## src/rtl/serial_adder_pkg.sv

```systemverilog
// Shared types and sizing helpers for the bit-serial adder.
package serial_adder_pkg;

  typedef enum logic [1:0] {
    IDLE = 2'd0,
    RUN  = 2'd1,
    DONE = 2'd2
  } state_t;

  // Bits needed to count 0..width-1 (ceil(log2(width)), at least 1).
  function automatic int cnt_width(input int width);
    int w;
    w = 1;
    while ((1 << w) < width) begin
      w = w + 1;
    end
    return w;
  endfunction

endpackage

```

## src/rtl/full_adder_bit.sv

```systemverilog
// Single-bit combinational full adder used by the serial datapath.
module full_adder_bit (
  input  logic a,
  input  logic b,
  input  logic cin,
  output logic sum,
  output logic carry
);

  assign sum   = a ^ b ^ cin;
  assign carry = (a & b) | (a & cin) | (b & cin);

endmodule

```

## src/rtl/serial_adder.sv

```systemverilog
// Bit-serial adder: one operand bit per clock, LSB first, registered carry.
// Optional subtract mode enabled by defining SERIAL_ADDER_SUB_EN (adds port sub).
module serial_adder
  import serial_adder_pkg::*;
#(
  parameter int WIDTH = 8
) (
  input  logic             clk,
  input  logic             reset,
  input  logic             start,
`ifdef SERIAL_ADDER_SUB_EN
  input  logic             sub,
`endif
  input  logic [WIDTH-1:0] a,
  input  logic [WIDTH-1:0] b,
  input  logic             cin,
  output logic             busy,
  output logic             done,
  output logic [WIDTH-1:0] sum,
  output logic             cout
);

  localparam int CW = cnt_width(WIDTH);

  state_t           state_reg, state_next;
  logic [WIDTH-1:0] a_reg, b_reg, sum_reg;
  logic             c_reg, cout_reg;
  logic [CW-1:0]    cnt_reg;

  logic [WIDTH-1:0] b_in;
  logic             cin_in;
  logic             accept, last_bit;
  logic             bit_sum, bit_carry;

  // Subtraction is a + ~b + 1, so cout=1 means no borrow.
`ifdef SERIAL_ADDER_SUB_EN
  assign b_in   = sub ? ~b : b;
  assign cin_in = sub ? 1'b1 : cin;
`else
  assign b_in   = b;
  assign cin_in = cin;
`endif

  assign accept   = start && ((state_reg == IDLE) || (state_reg == DONE));
  assign last_bit = (cnt_reg == CW'(WIDTH - 1));

  full_adder_bit u_fa (
    .a    (a_reg[0]),
    .b    (b_reg[0]),
    .cin  (c_reg),
    .sum  (bit_sum),
    .carry(bit_carry)
  );

  always_ff @(posedge clk) begin
    if (reset) begin
      state_reg <= IDLE;
    end else begin
      state_reg <= state_next;
    end
  end

  always_comb begin
    state_next = state_reg;
    case (state_reg)
      IDLE:    if (start) state_next = RUN;
      RUN:     if (last_bit) state_next = DONE;
      DONE:    state_next = start ? RUN : IDLE;
      default: state_next = IDLE;
    endcase
  end

  // Operands shift right so the active bit is always at index 0; sum fills from the MSB.
  always_ff @(posedge clk) begin
    if (reset) begin
      a_reg    <= '0;
      b_reg    <= '0;
      sum_reg  <= '0;
      c_reg    <= 1'b0;
      cout_reg <= 1'b0;
      cnt_reg  <= '0;
    end else if (accept) begin
      a_reg   <= a;
      b_reg   <= b_in;
      c_reg   <= cin_in;
      cnt_reg <= '0;
    end else if (state_reg == RUN) begin
      a_reg   <= a_reg >> 1;
      b_reg   <= b_reg >> 1;
      sum_reg <= {bit_sum, sum_reg[WIDTH-1:1]};
      c_reg   <= bit_carry;
      cnt_reg <= cnt_reg + CW'(1);
      if (last_bit) begin
        cout_reg <= bit_carry;
      end
    end
  end

  assign busy = (state_reg == RUN);
  assign done = (state_reg == DONE);
  assign sum  = sum_reg;
  assign cout = cout_reg;

endmodule

```

## config.mk

```make
export PLATFORM = sky130hd
export DESIGN_NAME = serial_adder
export DESIGN_NICKNAME = d
export VERILOG_FILES = /design/src/rtl/serial_adder_pkg.sv /design/src/rtl/full_adder_bit.sv /design/src/rtl/serial_adder.sv
export SDC_FILE = /design/constraint.sdc
export NUM_CORES = 1
export LEC_CHECK = 0
export CELL_PAD_IN_SITES_DETAIL_PLACEMENT = 0
export CELL_PAD_IN_SITES_GLOBAL_PLACEMENT = 1
export CORE_MARGIN = 2
export CORE_UTILIZATION = 39
export DETAILED_ROUTE_END_ITERATION = 16
export GPL_TIMING_DRIVEN = 0
export PLACE_DENSITY_LB_ADDON = 0.1
export SYNTH_ARGS = -nofsm -noshare
export SYNTH_HDL_FRONTEND = slang
export SYNTH_SLANG_ARGS = --single-unit
```

## constraint.sdc

```tcl
create_clock -name clk -period 2.93 [get_ports clk]
set_input_delay 0.586 -clock clk [delete_from_list [all_inputs] [get_ports clk]]
set_output_delay 0.586 -clock clk [all_outputs]
set_load 0.03 [all_outputs]
```

==> flow_summary.ini <==
[run_status]
status = finished, final reports clean

[clock_tree]
cts-hold-fix-buffers = 0
clock-sinks = 31
clk_latency_ps = 330
root_buffer = clkbuf_4
clkTransAtPathRegs_ps = 80
clock_path_buffers = 2
post-cts-setup-buffer-count = 0
cts_tree = built
cts_buffers = 5
h-tree-depth = 2
post_cts_resized = 0

[die]
rows = 21
die_h_um = 62.4
start_util = 0.402
fp.coreArea_um2 = 3310
die-width_um = 62.4
io_pins = 31
die_area_um2 = 3900

[logic_synthesis]
syn-instance-count = 141
synth_ff_type = dfxtp_1
avgSynthCellArea_um2 = 9.44
synth_seq_area_share = 0.466
synth_edf_count = 0
synth_cell_types = 29
synth_fp_nets = 164
ys_ff_latch = 31
async_flop_share = 0
syn_area_um2 = 1330
yosys_warnings = 0

[detailed_routing]
routed_wl_um = 2980
via_per_inst = 4.92
wl_per_cell_um = 13.3
num_vias = 1098
drt_iter0_drc = 52
ant_nets = 0
firstDrtPassIters = 4
post-route-drc-count = 0

[timing]
setup_tns_ps = 0
period_needed_ps = 2510
finalHoldViolCount = 0
fin_crit_sh = 0.856
tightestPinTransition_ps = 603
fmax_mhz = 399
layout_setup_ws_ps = 422
setup_viol_count_final = 0
finalClockSkew_ps = 12.3
rsz0062_at_grt = false
maxSlewViolCount = 0
slew_headroom = 0.598

[cells_and_area]
nNetsFinal = 201
drive_above_1_share = 0.164
fillers = 344
antenna_cells = 0
syn2layout_area_growth_pct = 30.0

[critical_path]
endpoint_kind = output port
path_class = reg -> out
r2r_end = b_reg[1]
crit_arrival_ps = 1920
crit_path_start_kind = flop
r2r_cells = 6
cp_max_fo = 10
cp.required_ps = 2340
r2r-start = state_reg[1]
rrSetupSlack_ps = 1700

[worst_hold_path]
hold_start = cout
hold_path.class = reg -> reg
hold_end = cout
holdPathStages = 2

[pwr]
p_leak_nw = 0.612
p_per_area_nw_per_um2 = 483
ir_drop_uv = 246

[placed_design]
gp_congestion = 0.729
dp_hpwl_um = 2120
io_buffer_count = 30
dp_slack_ps = 752

[grt]
grt_usage = 0.168
grt_pass1_vias = 1105
overflow = 0
antenna_found_initial = 0
grt_max_degree = 11
grt_pass1_wl_um = 5020

[run]
cap_violations = 0
worst max-delay path by stage:
| stage | startpoint | end |
|---|---|---|
| after detailed placement | state_reg[1] | busy |
| after global placement | state_reg[0] | busy |
| after global routing | state_reg[0] | busy |
| final | state_reg[1] | busy |
| after floorplan | state_reg[1] | busy |
| after CTS | state_reg[1] | busy |
routing by layer:
metal	track usage	wire (um)	share of wire
met3	0.0559	157	0.053
met1	0.189	1270	0.42
met5	0	0	0
met4	0.0667	56	0.019
met2	0.292	1500	0.50
metrics by stage:
stage,hold WS (ps),util,area [um2],instances,power [mW]
final,460,0.523,1730,223,0.836
after global routing,493,0.523,1730,223,0.885
after CTS,465,0.523,1730,223,0.847
after detailed placement,454,0.510,1690,217,0.629
after global placement,445,0.510,1690,217,0.625
after floorplan,448,-,1330,141,0.573
power by group:
group	switching (mW)	internal, mW
logic	0.0799	0.0797
clock network	0.131	0.0851
registers	0.0143	0.446
total	0.225	0.611
layout by cell type, fill, tap and decap left out, types with 3 or more instances in the layout:
cell             Yosys  final
a21oi_1              6      6
clkbuf_1             2      3
a22oi_1              4      4
dfxtp_1             31     31
nor3_1              21     21
a21oi_2              8      8
mux2i_1              3      3
buf_4                3      3
nor2_1               4      4
buf_6                3      3
clkdlybuf4s50_1      0     30
clkbuf_4             0      5
o22ai_1              9      9
nand2_1             20     20
nand3_1              6      6
synth_stat cells, types with 3 or more instances:
library cell / count / area (um2)
buf_6: 3 / 33.8
o22ai_1: 9 / 56.3
buf_4: 3 / 22.5
nor2_1: 4 / 15.0
nand2_1: 20 / 75.1
mux2i_1: 3 / 30.0
a22oi_1: 4 / 30.0
a21oi_2: 8 / 70.1
dfxtp_1: 31 / 621
nand3_1: 6 / 30.0
nor3_1: 21 / 105
a21oi_1: 6 / 30.0
critical path, stage by stage, from the launching register on:
cell and delay (ps):
dfxtp_1 320, nand2b_1 150, buf_6 150, inv_6 60, buf_12 120, buf_8 130, clkdlybuf4s50_1 670
cell type report:
| cell class | instances | area (um2) | share of cell area |
|---|---|---|---|
| Timing Repair Buffer | 30 | 300 | 0.174 |
| Multi-Input combinational cell | 96 | 589 | 0.341 |
| Buffer | 13 | 113 | 0.0651 |
| Sequential cell | 31 | 621 | 0.359 |
| Inverter | 1 | 8.76 | 0.00506 |
| Clock buffer | 6 | 41.3 | 0.0239 |
| Tap cell | 46 | 57.6 | 0.0333 |
logic make-up after synthesis:
logic type      Yosys count  synth area share
xor+xnor                  1           0.00658
buf+inv                  14            0.0912
flops                    31             0.466
compound gates           30             0.168
simple gates             59             0.211
mux                       3            0.0226
fa+ha+maj                 3            0.0338
Power figures use the tool's default switching activity.
